$ cat src/rtl/fifo_rd_pack_if.sv
`default_nettype none
// ============================================================================
// Module   : fifo_rd_pack_if
// Brief    : Packed-beat valid/ready stream carried out of fifo_rd_pack.
// Revision : 1.0
// ============================================================================
interface fifo_rd_pack_if #(
  parameter int DSIZE = 8,
  parameter int RATIO = 4,
  parameter int CW    = $clog2(RATIO) + 1
) ();

  logic [DSIZE*RATIO-1:0] m_data;
  logic [CW-1:0]          m_cnt;
  logic                   m_valid;
  logic                   m_ready;

  modport master (
    output m_data,
    output m_cnt,
    output m_valid,
    input  m_ready
  );

  modport slave (
    input  m_data,
    input  m_cnt,
    input  m_valid,
    output m_ready
  );

endinterface
`default_nettype wire

$ cat src/rtl/fifo_rd_pack.sv
`default_nettype none
// ============================================================================
// Module   : fifo_rd_pack
// Brief    : Drains a FIFO read port, packs RATIO words per beat, 2-deep output.
// Revision : 1.0
// ============================================================================
module fifo_rd_pack #(
  parameter int DSIZE = 8,
  parameter int RATIO = 4,
  parameter int CW    = $clog2(RATIO) + 1
) (
  input  wire logic             rclk,
  input  wire logic             rrst_n,
  input  wire logic [DSIZE-1:0] rdata,
  input  wire logic             rempty,
  output logic                  rinc,
  input  wire logic             flush,
  output logic                  busy,
  fifo_rd_pack_if.master        m
);

  localparam int IW = $clog2(RATIO);
  localparam int WW = DSIZE * RATIO;

  localparam logic [IW-1:0] c_last_idx = IW'(RATIO - 1);
  localparam logic [1:0]    c_buf_full = 2'd2;
  localparam logic [0:0]    c_st_acc   = 1'b0;
  localparam logic [0:0]    c_st_flush = 1'b1;

  logic [WW-1:0] r_acc;
  logic [IW-1:0] r_idx;
  logic [0:0]    r_state;
  logic [1:0]    r_buf_cnt;
  logic [WW-1:0] r_buf_data0;
  logic [WW-1:0] r_buf_data1;
  logic [CW-1:0] r_buf_lanes0;
  logic [CW-1:0] r_buf_lanes1;

  logic          w_pend;
  logic          w_room;
  logic          w_valid;
  logic          w_rinc;
  logic          w_last;
  logic          w_full_push;
  logic          w_flush_push;
  logic          w_push;
  logic          w_pop;
  logic          w_slot;
  logic [WW-1:0] w_acc_wr;
  logic [WW-1:0] w_push_data;
  logic [CW-1:0] w_push_lanes;
  logic [WW-1:0] w_nxt_data0;
  logic [WW-1:0] w_nxt_data1;
  logic [CW-1:0] w_nxt_lanes0;
  logic [CW-1:0] w_nxt_lanes1;
  logic [1:0]    w_nxt_cnt;

  assign w_pend  = (r_state == c_st_flush);
  assign w_room  = (r_buf_cnt < c_buf_full);
  assign w_valid = (r_buf_cnt != 2'd0);
  assign w_last  = (r_idx == c_last_idx);

  // Only the beat-completing read needs buffer space; m_ready never reaches rinc.
  assign w_rinc = rrst_n & ~rempty & ~w_pend & (~w_last | w_room);
  assign rinc   = w_rinc;

  assign w_full_push  = w_rinc & w_last;
  assign w_flush_push = w_pend & (r_idx != '0) & w_room;
  assign w_push       = w_full_push | w_flush_push;
  assign w_pop        = w_valid & m.m_ready;

  generate
    for (genvar i = 0; i < RATIO; i++) begin : g_lane
      assign w_acc_wr[i*DSIZE +: DSIZE] =
        (w_rinc && (r_idx == IW'(i))) ? rdata : r_acc[i*DSIZE +: DSIZE];
    end
  endgenerate

  // Lanes at and above idx are always zero in r_acc, so a flush beat is r_acc as-is.
  assign w_push_data  = w_full_push ? w_acc_wr : r_acc;
  assign w_push_lanes = w_full_push ? CW'(RATIO) : {1'b0, r_idx};

  // Pushes only happen with room, so the free slot is index 0 or 1.
  assign w_slot = (r_buf_cnt == 2'd1) & ~w_pop;

  always_comb begin
    w_nxt_data0  = r_buf_data0;
    w_nxt_data1  = r_buf_data1;
    w_nxt_lanes0 = r_buf_lanes0;
    w_nxt_lanes1 = r_buf_lanes1;
    if (w_pop) begin
      w_nxt_data0  = r_buf_data1;
      w_nxt_lanes0 = r_buf_lanes1;
      w_nxt_data1  = '0;
      w_nxt_lanes1 = '0;
    end
    if (w_push) begin
      if (w_slot) begin
        w_nxt_data1  = w_push_data;
        w_nxt_lanes1 = w_push_lanes;
      end else begin
        w_nxt_data0  = w_push_data;
        w_nxt_lanes0 = w_push_lanes;
      end
    end
    w_nxt_cnt = r_buf_cnt + {1'b0, w_push} - {1'b0, w_pop};
  end

  always_ff @(posedge rclk) begin
    if (!rrst_n) begin
      r_acc        <= '0;
      r_idx        <= '0;
      r_state      <= c_st_acc;
      r_buf_cnt    <= 2'd0;
      r_buf_data0  <= '0;
      r_buf_data1  <= '0;
      r_buf_lanes0 <= '0;
      r_buf_lanes1 <= '0;
    end else begin
      if (w_push) begin
        r_idx <= '0;
        r_acc <= '0;
      end else if (w_rinc) begin
        r_idx <= r_idx + 1'b1;
        r_acc <= w_acc_wr;
      end

      // A flush pulse arriving while one is already pending is absorbed.
      case (r_state)
        c_st_acc:   if (flush) r_state <= c_st_flush;
        c_st_flush: if ((r_idx == '0) || w_flush_push) r_state <= c_st_acc;
        default:    r_state <= c_st_acc;
      endcase

      r_buf_cnt    <= w_nxt_cnt;
      r_buf_data0  <= w_nxt_data0;
      r_buf_data1  <= w_nxt_data1;
      r_buf_lanes0 <= w_nxt_lanes0;
      r_buf_lanes1 <= w_nxt_lanes1;
    end
  end

  assign m.m_data  = r_buf_data0;
  assign m.m_cnt   = r_buf_lanes0;
  assign m.m_valid = w_valid;
  assign busy      = (r_idx != '0) | w_pend | w_valid;

endmodule
`default_nettype wire
$ cat src/flat_wrapper.sv
// flat-port wrapper written by rule: the top's interface ports become plain ports
module fifo_rd_pack_flat 
#(
  parameter int DSIZE = 8,
  parameter int RATIO = 4,
  parameter int CW    = $clog2(RATIO) + 1
)
  (rclk, rrst_n, rdata, rempty, rinc, flush, busy, m_m_data, m_m_cnt, m_m_valid, m_m_ready);
  fifo_rd_pack_if #(.DSIZE(DSIZE), .RATIO(RATIO), .CW(CW)) m_i ();
  input  wire logic rclk;
  input  wire logic rrst_n;
  input  wire logic [DSIZE-1:0] rdata;
  input  wire logic rempty;
  output logic rinc;
  input  wire logic flush;
  output logic busy;
  output wire logic [$bits(m_i.m_data)-1:0] m_m_data;
  output wire logic [$bits(m_i.m_cnt)-1:0] m_m_cnt;
  output wire logic [$bits(m_i.m_valid)-1:0] m_m_valid;
  input wire logic [$bits(m_i.m_ready)-1:0] m_m_ready;
  assign m_m_data = m_i.m_data;
  assign m_m_cnt = m_i.m_cnt;
  assign m_m_valid = m_i.m_valid;
  assign m_i.m_ready = m_m_ready;
  fifo_rd_pack #(.DSIZE(DSIZE), .RATIO(RATIO), .CW(CW)) u_core (.rclk(rclk), .rrst_n(rrst_n), .rdata(rdata), .rempty(rempty), .rinc(rinc), .flush(flush), .busy(busy), .m(m_i));
endmodule
$ cat config.mk
export PLATFORM = sky130hd
export DESIGN_NAME = fifo_rd_pack_flat
export DESIGN_NICKNAME = d
export VERILOG_FILES = /design/src/rtl/fifo_rd_pack_if.sv /design/src/rtl/fifo_rd_pack.sv /design/src/flat_wrapper.sv
export SDC_FILE = /design/constraint.sdc
export NUM_CORES = 1
export LEC_CHECK = 0
export ABC_CLOCK_PERIOD_IN_PS = 2900
export BUFFER_PORTS_ARGS = -buffer_cell sky130_fd_sc_hd__buf_2
export CORE_MARGIN = 2
export CORE_UTILIZATION = 51
export CTS_CLUSTER_SIZE = 24
export DETAILED_ROUTE_END_ITERATION = 8
export PLACE_DENSITY = 0.68
export REMOVE_ABC_BUFFERS = 1
export SETUP_SLACK_MARGIN = 0.5
export SLEW_MARGIN = 30
export SYNTH_ARGS = -nofsm -noshare
export SYNTH_HDL_FRONTEND = slang
export SYNTH_SLANG_ARGS = --single-unit
$ cat constraint.sdc
create_clock -name rclk -period 2.9 [get_ports rclk]
set_clock_uncertainty 0.2 [all_clocks]
set_input_delay 0.435 -clock rclk [delete_from_list [all_inputs] [get_ports rclk]]
set_output_delay 0.435 -clock rclk [all_outputs]
set_load 0.005 [all_outputs]
Word level (Yosys, flattened, before mapping)
Index checks and enable logic that the tools add are counted.
Widths: inputs -> output; s select.

storage, ports and cells
  register bits = 107
  output and inout bits = 38

cells by class
  muxes and demuxes = 21
  order comparisons = 1
  add/subtract/negate cells = 3
  eq/ne operators = 4
  bitwise gates (word level) = 17
  reduce and logical (&&, ||, !) cells = 9

operators with widths
  kind                 number
  $mux 32              7
  $mux 8               4
  $mux 3               7
  $and 1x1->1          8
  $not 1->1            5
  $eq 2x1->1 const B   2
  $eq 2x2->1 const B   2
  $logic_and 1x1->1    4
  $or 1x1->1           4
  $reduce_bool 2->1    2
  $add 2x1->2          1
  $add 2x1->2 const B  1
  $logic_not 2->1      1
  $lt 2x2->1 const B   1
  $mux 1               2
  $pmux 1 s2           1
  $reduce_or 2->1      1
  $sub 2x1->2          1
  $logic_or 1x1->1     1

Depth between registers and ports, before layout
Gate-level depths: netlist of run 1.

  word-level depth = 9
  mapped depth = 10
  depth with buffers taken out = 9

Least setup slack after synthesis of run 1
Ideal clock, no wire load.

  path kind = flip-flop to flip-flop
  start point = register u_core.r_buf_cnt[1]
  end point = register u_core.r_buf_cnt[1]
  data required time = 2.581 ns
  arrival time = 1.887 ns
  cell stages (with the launch flop) = 11
  setup slack = 0.694 ns
  setup time = 0.119 ns
  clock period less this slack = 2.206 ns
  path through = dfxtp_1 > buf_6 > o21ai_1 > clkinv_1 > clkbuf_1 > ha_1 > inv_1 > ha_1 > xnor2_1 > xnor2_1 > nor2_1

between the ends
  cells in the longest elaborated chain, start to end = 7
  elaborated cells on any way between the ends = 10
  classes of those cells = 2 x add/sub; 1 x order compare; 6 x bitwise; 1 x reduce/logical

RTL lines
  element                 line                 text
  from (decl)             fifo_rd_pack.sv:33   logic [1:0] r_buf_cnt;
  from (signal assigned)  fifo_rd_pack.sv:135  r_buf_cnt <= w_nxt_cnt;
  $lt 2x2->1              fifo_rd_pack.sv:59   assign w_room = (r_buf_cnt < c_buf_full);
  $or 1x1->1              fifo_rd_pack.sv:64   assign w_rinc = rrst_n & ~rempty & ~w_pend & (~w_last | w_room);
  $and 1x1->1             fifo_rd_pack.sv:64
  $and 1x1->1             fifo_rd_pack.sv:67   assign w_full_push = w_rinc & w_last;
  $or 1x1->1              fifo_rd_pack.sv:69   assign w_push = w_full_push | w_flush_push;
  $add 2x1->2             fifo_rd_pack.sv:106  w_nxt_cnt = r_buf_cnt + {1'b0, w_push} - {1'b0, w_pop};
  $sub 2x1->2 (*)         fifo_rd_pack.sv:106

Every way passes the cells marked *; elsewhere a longest branch is shown, timed or not.
A chain may end at the register's enable or synchronous reset.

Worst setup path after layout of run 1
  start point = register u_core.r_idx[0]
  end point = output port busy

between the ends
  cells in the longest elaborated chain, start to end = 3

RTL lines
  element                  line                 text
  from (decl)              fifo_rd_pack.sv:31   logic [IW-1:0] r_idx;
  from (signal assigned)   fifo_rd_pack.sv:124  r_idx <= r_idx + 1'b1;
  $reduce_bool 2->1        fifo_rd_pack.sv:146  assign busy = (r_idx != '0) | w_pend | w_valid;
  $or 1x1->1 (2 in a row)  fifo_rd_pack.sv:146
  to (decl)                flat_wrapper.sv:16   output logic busy;

No other way between the ends.

==> impl_metrics.yaml, run 1 <==
synthesis:
  ys_seq_area_share_pct: 46.5
  syn_avg_cell_area_um2: 10.0
  async_reset_ff_share_pct: 0
  synth_edf_count: 0
  netlist_instances: 459
  ys_types: 39
  ys.flop_type: "dfxtp_1"
  yosysWarnings: 0
  synth-seq-cells: 107
  syn-cell-area_um2: 4610
grt:
  grt_pass1_vias: 3293
  antenna_found_initial: 0
  grt_pass1_wl_um: 16600
  track_usage_pct: 21.0
  overflow: 0
  grt_max_degree: 46
cts:
  cts_tree: "yes"
  cts_root_buffer: "clkbuf_8"
  htree_levels: 3
  path_clk_slew_ns: 0.09
  cts_buffers: 9
  clockBufferDepth: 2
  clock-sinks: 107
  clock_latency_ns: 0.36
drt:
  antenna_left: 0
  routed_wl_um: 9840
  vias_per_cell: 5.62
  drt_iter0_drc: 122
  wl_per_cell_um: 16.0
  dr.pass1.iters: 4
  maxUsedRoutingLayer: "met4"
  wl_met2_um: 4700
  wirelength_met1_um: 4680
  drc: 0
  vias: 3447
  wl_met3_um: 301
placed_design:
  place_area_um2: 4890
  io_buffers: 50
  gp_congestion: 0.875
  place_hpwl_um: 6170
setup_path:
  critical_path_required_ns: 2.27
  endpoint_kind: "output pin"
  start_kind: "register"
  timing.rr.end: "u_core.r_buf_data1[23]"
  r2r_cells: 7
  worst_ep_arrival_time_ns: 1.71
  critical_path.max_fanout: 5
  r2r_start: "u_core.r_idx[0]"
  path_class: "register to output pin"
  r2r_setup_slack_ns: 0.61
timing:
  tightest_slew_ns: 0.649
  max_slew_margin_pct: 56.6
  finalMaxSlewViolations: 0
  hold_viol: 0
  rsz0062_at_grt: "no"
  fin_crit_ns: 2.34
  min_period_over_period_pct: 80.7
  setup_viol: 0
  fmax_ghz: 0.427
layout:
  fill_cells: 753
  antenna_cells: 0
  drive_gt1_share_pct: 24.6
  synthToLayoutAreaGrowth_pct: 11.5
  nNetsFinal: 519
  layout_commonest_cell: "dfxtp_1"
  finalInstanceArea_um2: 5140
  multi_input_area_um2: 2260
  final-seq-area_um2: 2140
  final_core_util_pct: 58.7
  mostFrequentLayoutCells: "dfxtp_1, nand2_1, buf_2"
power_and_ir_drop:
  p_seq_share_pct: 49.2
  switchingPower_uw: 938
  p_comb_share_pct: 18.3
  power.share.clock_pct: 32.5
  p_per_area_nw_per_um2: 621
  ir_drop_mv: 0.338
  p_leak_nw: 2.64
  internal_power_mw: 2.25
  sw_frac_of_total_pct: 29.4
min_path:
  hp-start: "flush"
  worstHoldPathCells: 3
  hold_end: "u_core.r_state"
  min_path_type: "input pin to register"
die:
  fp.dieW_um: 99.1
  core_area_um2: 8760
  rows: 34
  dieArea_um2: 9810
  start_util_pct: 52.6
  ios: 51
  die_h_um: 99.1
job:
  drv_cap: 0
run_status:
  status: "finished, final reports clean"
-- kinds of logic after synthesis --
logic type,synth area share (%)
AND/OR/NAND/NOR,17.2
flip-flops,46.5
AO/OA/AOI/OAI,15.3
multiplexers,13.8
buffers and inverters,5.05
adder cells (fa/ha/maj),1.63
XOR/XNOR,0.570
-- sequential cells by signal, summed over array words and instances, names as in the netlist --
signal,count
u_core.r_acc,32
u_core.m.m_cnt,3
u_core.m.m_data,32
u_core.r_state,1
u_core.r_buf_cnt,2
u_core.r_buf_data1,32
u_core.r_buf_lanes1,3
u_core.r_idx,2
-- cells in the mapped netlist (2+ instances only) --
cell      count  share of area [%]
ha_1          6                1.6
dfxtp_1     107                 46
buf_6         9                2.2
mux2i_1      24                5.2
nor2_1       30                2.4
buf_2        15                1.6
mux2_2       27                6.6
clkbuf_1      6               0.49
o21a_1        2               0.33
nand3_1      36                3.9
xnor2_1       3               0.57
inv_1         7               0.57
a311oi_1      2               0.38
a22o_1       32                6.1
nor3b_2       2               0.54
nor3_1        2               0.22
mux2_4        6                2.0
nor2b_1       8                1.1
a21oi_1       5               0.54
and3_1        3               0.41
nand2_1      75                6.1
o211a_1      32                6.9
o21ai_1       2               0.22
nand3_2       3               0.65
-- stage by stage --
| step | hold WS, ns | power [mW] | setup TNS [ns] | setup WS (ns) | instances |
|---|---|---|---|---|---|
| 2_1_floorplan | 0.249 | 1.93 | -33.68 | -1.37 | 428 |
| 3_3_place_gp | 0.263 | 2.16 | 0 | 0.524 | 596 |
| 3_5_place_dp | 0.263 | 2.18 | 0 | 0.449 | 596 |
| 4_1_cts | 0.117 | 3.22 | 0 | 0.560 | 612 |
| 5_1_grt | 0.129 | 3.35 | 0 | 0.506 | 613 |
| 6_report | 0.134 | 3.19 | 0 | 0.560 | 613 |
-- cell type report --
class	count	area share, %
multi-input combinational	313	44.0
sequential	107	41.7
timing repair buffer	61	6.55
clock buffer	11	2.95
tap	108	2.63
clock inverter	5	1.63
inverter	8	0.584
-- worst max-delay path: stages (launching register included) --
cell and delay [ns]:
dfxtp_1 0.36, inv_1 0.16, ha_1 0.26, or3b_2 0.45, buf_2 0.14
-- worst max-delay path by stage --
stage	start	end	slack (ns)	cells after the start
after floorplan	u_core.r_buf_cnt[1]	u_core.r_buf_cnt[1]	-1.37	8
after global placement	u_core.r_buf_cnt[1]	u_core.r_buf_data1[28]	0.52	5
after detailed placement	u_core.r_buf_cnt[1]	u_core.r_buf_cnt[1]	0.45	8
after CTS	u_core.r_idx[0]	busy	0.56	4
after global routing	u_core.r_buf_cnt[1]	busy	0.51	4
final	u_core.r_idx[0]	busy	0.56	4
-- metal layers --
layer / GRT usage [%] / vias up
met2: 35.4 / 64
met4: 6.22 / 0
met5: 0 / -
met3: 3.62 / 14
met1: 27.7 / 1673
li1: - / 1696
-- power by group through the flow --
stage               clock network (mW)  registers (mW)  logic [mW]
detailed placement                   0            1.60       0.575
CTS                               1.06            1.57       0.581
global route                      1.12            1.58       0.651
floorplan                            0            1.59       0.336
global placement                     0            1.60       0.563
finish                            1.04            1.57       0.583
-- repair_timing --
action / in CTS / in global routing
hold endpoints to repair: 0 / 0
setup endpoints to repair: 33 / 32
buffers inserted: 0 / 1
pin swaps: 0 / 1
hold buffers: 0 / 0
gates resized for setup: 1 / 1
(Power assumes the default switching activity.)
==> inputs of run 2 (changes only) <==
--- a/config.mk
+++ b/config.mk
@@ -5,13 +5,14 @@
 export SDC_FILE = /design/constraint.sdc
 export NUM_CORES = 1
 export LEC_CHECK = 0
-export ABC_CLOCK_PERIOD_IN_PS = 2900
+export ABC_AREA = 1
+export ABC_CLOCK_PERIOD_IN_PS = 1900
 export BUFFER_PORTS_ARGS = -buffer_cell sky130_fd_sc_hd__buf_2
 export CORE_MARGIN = 2
 export CORE_UTILIZATION = 51
 export CTS_CLUSTER_SIZE = 24
 export DETAILED_ROUTE_END_ITERATION = 8
-export PLACE_DENSITY = 0.68
+export PLACE_DENSITY = 0.7
 export REMOVE_ABC_BUFFERS = 1
 export SETUP_SLACK_MARGIN = 0.5
 export SLEW_MARGIN = 30
==> constraint.sdc (replaced) <==
create_clock -name rclk -period 1.9 [get_ports rclk]
set_clock_uncertainty 0.2 [all_clocks]
set_input_delay 0.285 -clock rclk [delete_from_list [all_inputs] [get_ports rclk]]
set_output_delay 0.285 -clock rclk [all_outputs]
set_load 0.005 [all_outputs]
==> impl_metrics.yaml, run 2 <==
drt:
  wl_per_cell_um: 17.3
  vias: 5845
  drc: 0
  dr.pass1.iters: 5
  antenna_left: 0
  drt_iter0_drc: 642
  routed_wl_um: 18100
  vias_per_cell: 5.59
timing:
  fmax_ghz: 0.513
  rsz0062_at_grt: "yes"
  setup_ws_ns: -0.0497
  setup_viol: 1
  tightest_slew_ns: 0.683
  fin_crit_ns: 1.95
  hold_viol: 0
  min_period_over_period_pct: 103
  tns_ns: -0.0497
  max_slew_margin_pct: 54.5
  hold_ws_ns: 0.0140
  finalMaxSlewViolations: 0
synthesis:
  syn-cell-area_um2: 5340
  synth_top_cells_by_area: "dfxtp_1, nand2_1, inv_1"
  syn_avg_cell_area_um2: 6.56
  synth_commonest_cells: "nand2_1, inv_1, dfxtp_1"
  ys_types: 25
  synth_edf_count: 0
  netlist_instances: 814
  ys.flop_type: "dfxtp_1"
  synth_top_area_share_pct: 40.1
  synth-seq-cells: 107
  synth_top_area_cell: "dfxtp_1"
  async_reset_ff_share_pct: 0
  ys_seq_area_share_pct: 40.1
  yosysWarnings: 0
  yosysMostFrequentCell: "nand2_1"
placed_design:
  place_hpwl_um: 8870
  gp_congestion: 0.872
  io_buffers: 50
  pre_cts_slack_ns: -0.0673
min_path:
  worstHoldPathCells: 3
  min_path_type: "input pin to register"
  hp-start: "rdata[2]"
  hold_end: "u_core.r_acc[26]"
die:
  fp.dieW_um: 106
  ios: 51
  core_area_um2: 10200
  rows: 37
  dieArea_um2: 11300
  die_h_um: 106
  start_util_pct: 52.2
setup_path:
  critPathLaunch: "u_core.r_idx[0]"
  path_class: "register to register"
  worst_ep_arrival_time_ns: 2.01
  critical_path_required_ns: 1.96
  critPathMaxStageDelay_ns: 0.38
  critPathBufInv: 5
  r2r_start: "u_core.r_idx[0]"
  path_common_cell: "buf_6"
  critical_path.max_fanout: 8
  r2r_setup_slack_ns: -0.05
  timing.rr.end: "u_core.r_buf_data1[15]"
  worstPathCellList: "ha_4, buf_6, nand4_4, buf_6, clkinv_8, buf_6, nand3_1, nand3_1, nand2_1, inv_1"
  cpMaxStageDelayCell: "dfxtp_4"
  endpoint_kind: "register"
  start_kind: "register"
  cpLargestDelayFamily: "buffers and inverters"
  r2r_cells: 10
cts:
  clock_latency_ns: 0.37
  cts_root_buffer: "clkbuf_8"
  clockBufferDepth: 2
  cts_tree: "yes"
  path_clk_slew_ns: 0.10
  cts_buffers: 9
  clock-sinks: 107
  htree_levels: 3
layout:
  nNetsFinal: 926
  layout_commonest_cell: "nand2_1"
  antenna_cells: 0
  mostFrequentLayoutCells: "nand2_1, inv_1, dfxtp_1"
  drive_gt1_share_pct: 31.1
  synthToLayoutAreaGrowth_pct: 38.9
  final-seq-area_um2: 2150
  multi_input_area_um2: 3060
  fill_cells: 742
grt:
  grt_pass1_wl_um: 24200
  grt_max_degree: 85
  grt_pass1_vias: 5097
  antenna_found_initial: 0
  track_usage_pct: 26.7
  overflow: 0
run_status:
  status: "finished, violations left"
  violations: "setup timing"
job:
  drv_cap: 0
power_and_ir_drop:
  p_per_area_nw_per_um2: 771
  p_leak_nw: 3.43
  ir_drop_mv: 1.28
run 2: what timing repair did:
action	CTS	global route
cloned	6	7
pin swaps	31	28
buffers inserted	26	5
endpoints found under the hold margin	1	0
hold buffers	1	0
endpoints found under the setup margin	109	109
resized for setup	91	123
run 2: logic make-up after synthesis:
logic type	after synthesis	share of synthesized area [%]
and+or+nand+nor	406	33.3
buffers and inverters	182	14.5
AOI/OAI and AO/OA	112	10.6
DFF	107	40.1
adders and majority gates	6	1.41
xor gates and xnor gates	1	0.164
run 2: routing by layer:
| layer | wire length, µm | GRT usage, % | share of wire [%] |
|---|---|---|---|
| met5 | 0 | 0 | 0 |
| met3 | 1330 | 3.99 | 7.4 |
| met4 | 1010 | 12.0 | 5.6 |
| met2 | 8780 | 46.6 | 49 |
| met1 | 6930 | 32.5 | 38 |
run 2: how the worst max path moves through the flow:
stage	end	slack [ns]	cells past startpoint
after CTS	rinc	0.10	7
final	u_core.r_buf_data1[15]	-0.05	10
after floorplan	u_core.r_buf_cnt[1]	-1.02	10
after global placement	u_core.m.m_data[3]	0.01	9
after detailed placement	u_core.m.m_data[3]	-0.07	9
after global routing	u_core.r_buf_data1[15]	-0.09	9
run 2: per-stage QoR:
stage	instances	area, µm²	total power, mW	util, %
global route	1046	7420	6.03	72.5
finish	1046	7420	5.72	72.5
global placement	987	5870	3.87	57.4
detailed placement	987	5870	3.91	57.4
floorplan	766	5070	3.41	-
CTS	1034	6770	5.52	66.1
run 2: final cells by class:
cell class              count  share of cell area, %
clock buffers              11                   1.77
clock inverters             3                  0.877
inverters                 134                   7.28
multi-input cells         525                   41.2
flip-flops and latches    107                   29.0
well taps                 136                   2.29
repair buffers            130                   17.6
run 2: where the power goes:
part | switching [mW] | total, mW | internal (mW)
registers | 0.0948 | 2.54 | 2.44
logic | 0.984 | 1.69 | 0.703
clock network | 0.768 | 1.50 | 0.729
total | 1.85 | 5.72 | 3.88
run 2: worst min-delay path, cell delays in order:
cell	delay, ns
buf_2	0.10
o21ai_2	0.08
nor2_1	0.09
==> inputs of run 3 (changes only) <==
--- a/config.mk
+++ b/config.mk
@@ -6,13 +6,13 @@
 export NUM_CORES = 1
 export LEC_CHECK = 0
 export ABC_AREA = 1
-export ABC_CLOCK_PERIOD_IN_PS = 1900
+export ABC_CLOCK_PERIOD_IN_PS = 2350
 export BUFFER_PORTS_ARGS = -buffer_cell sky130_fd_sc_hd__buf_2
 export CORE_MARGIN = 2
 export CORE_UTILIZATION = 51
 export CTS_CLUSTER_SIZE = 24
 export DETAILED_ROUTE_END_ITERATION = 8
-export PLACE_DENSITY = 0.7
+export PLACE_DENSITY = 0.67
 export REMOVE_ABC_BUFFERS = 1
 export SETUP_SLACK_MARGIN = 0.5
 export SLEW_MARGIN = 30
==> constraint.sdc (replaced) <==
create_clock -name rclk -period 2.35 [get_ports rclk]
set_clock_uncertainty 0.2 [all_clocks]
set_input_delay 0.3525 -clock rclk [delete_from_list [all_inputs] [get_ports rclk]]
set_output_delay 0.3525 -clock rclk [all_outputs]
set_load 0.005 [all_outputs]
==> impl_metrics.yaml, run 3 (synthesis results as in run 2) <==
placed_design:
  place_hpwl_um: 8090
  gp_congestion: 0.903
  io_buffers: 50
  dp.cells: 969
cts:
  cts_root_buffer: "clkbuf_8"
  clock_latency_ns: 0.38
  clock-sinks: 107
  cts_tree: "yes"
  htree_levels: 3
  clockBufferDepth: 2
  cts_buffers: 9
  path_clk_slew_ns: 0.10
die:
  fp.dieW_um: 106
  ios: 51
  dieArea_um2: 11300
  start_util_pct: 52.2
  core_area_um2: 10200
  die_h_um: 106
  rows: 37
timing:
  fin_crit_ns: 1.91
  fmax_ghz: 0.524
  hold_viol: 0
  setup_viol: 0
  max_slew_margin_pct: 58.2
  min_period_over_period_pct: 81.2
  rsz0062_at_grt: "yes"
  finalMaxSlewViolations: 0
  tightest_slew_ns: 0.627
power_and_ir_drop:
  p_leak_nw: 3.07
  ir_drop_mv: 0.585
  p_per_area_nw_per_um2: 686
run_status:
  status: "finished, final reports clean"
drt:
  drt_iter0_drc: 237
  drc: 0
  dr.pass1.iters: 5
  antenna_left: 0
  vias_per_cell: 5.07
  vias: 5093
  wl_per_cell_um: 13.1
  routed_wl_um: 13100
job:
  drv_cap: 0
setup_path:
  critical_path.max_fanout: 6
  critical_path_required_ns: 2.42
  worst_ep_arrival_time_ns: 1.98
  path_class: "register to register"
  critPathMaxStageDelay_ns: 0.41
  cpMaxStageDelayCell: "dfxtp_4"
  endpoint_kind: "register"
  start_kind: "register"
  path_common_cell: "buf_4"
  worstPathCellList: "ha_4, buf_6, nand4_4, buf_4, buf_4, nand2_1, inv_1, o21ai_0, nor2_1"
grt:
  overflow: 0
  grt_max_degree: 60
  grt_pass1_vias: 4497
  grt_pass1_wl_um: 20900
  track_usage_pct: 23.1
  antenna_found_initial: 0
layout:
  mostFrequentLayoutCells: "nand2_1, inv_1, dfxtp_1"
  antenna_cells: 0
  drive_gt1_share_pct: 17.2
  fill_cells: 938
  nNetsFinal: 883
  fin_cells: 1004
  layout_commonest_cell: "nand2_1"
  synthToLayoutAreaGrowth_pct: 18.8
  final_core_util_pct: 62.1
min_path:
  min_path_type: "input pin to register"
==> run 3: cell types whose count changed in the layout (fill, tap and decap cells not counted), sizes merged <==
cell / change
bufinv: -1
bufbuf: -2
buf: -36
clkbuf: -3
==> run 3: path summary, 6_finish.rpt <==
kind	start	cells past startpoint	to	slack (ns)
worst max-delay path	u_core.r_idx[0]	9	u_core.r_buf_lanes1[0]	0.44
worst max register to register	u_core.r_idx[0]	9	u_core.r_buf_lanes1[0]	0.44
worst min register to register	u_core.r_buf_lanes1[2]	2	u_core.r_buf_lanes1[2]	0.29
worst min-delay path	rdata[2]	3	u_core.r_acc[26]	0.07
==> run 3: power by group <==
part	switching [mW]	internal, mW
registers	0.0893	1.98
clock network	0.616	0.546
logic	0.670	0.454
total	1.37	2.98
==> run 3: cell type report <==
class                   count  area, µm²  area share [%]
well taps                 136        170            2.68
multi-input cells         525       2600            41.0
clock buffers              13        159            2.50
flip-flops and latches    107       2160            34.0
clock inverters             2       35.0           0.552
inverters                 134        546            8.59
repair buffers             87        681            10.7
==> run 3: critical path, delay by kind of cell (launching register included) <==
family | cells | cell delay (ns)
AO/OA/AOI/OAI | 1 | 0.17
adder cells (fa/ha/maj) | 1 | 0.18
buffers and inverters | 4 | 0.50
flip-flops | 1 | 0.41
AND/OR/NAND/NOR | 3 | 0.33
==> run 3: repair_timing <==
item / CTS / global route
cloned: 0 / 1
setup endpoints to repair: 105 / 73
pin swaps: 4 / 8
gates resized for setup: 34 / 51
hold endpoints to repair: 0 / 1
buffers inserted: 8 / 10
hold buffers: 0 / 1
==> run 3: per-stage QoR <==
| stage | power [mW] | setup WS, ns | cell area [µm²] | TNS [ns] | hold WS [ns] |
|---|---|---|---|---|---|
| 3_3_place_gp | 3.09 | 0.303 | 5650 | 0 | 0.272 |
| 4_1_cts | 4.29 | 0.471 | 6030 | 0 | 0.00616 |
| 2_1_floorplan | 2.76 | -0.573 | 5070 | -11.45 | 0.246 |
| 3_5_place_dp | 3.11 | 0.235 | 5650 | 0 | 0.279 |
| 6_report | 4.35 | 0.441 | 6350 | 0 | 0.0691 |
| 5_1_grt | 4.63 | 0.393 | 6350 | 0 | 0.0696 |
==> run 3: layer usage <==
metal / up-vias / GRT usage (%) / part of all wire [%]
li1: 2634 / - / -
met1: 2337 / 30.4 / 46
met2: 105 / 37.9 / 48
met3: 17 / 3.74 / 4.3
met4: 0 / 8.74 / 1.7
met5: - / 0 / 0
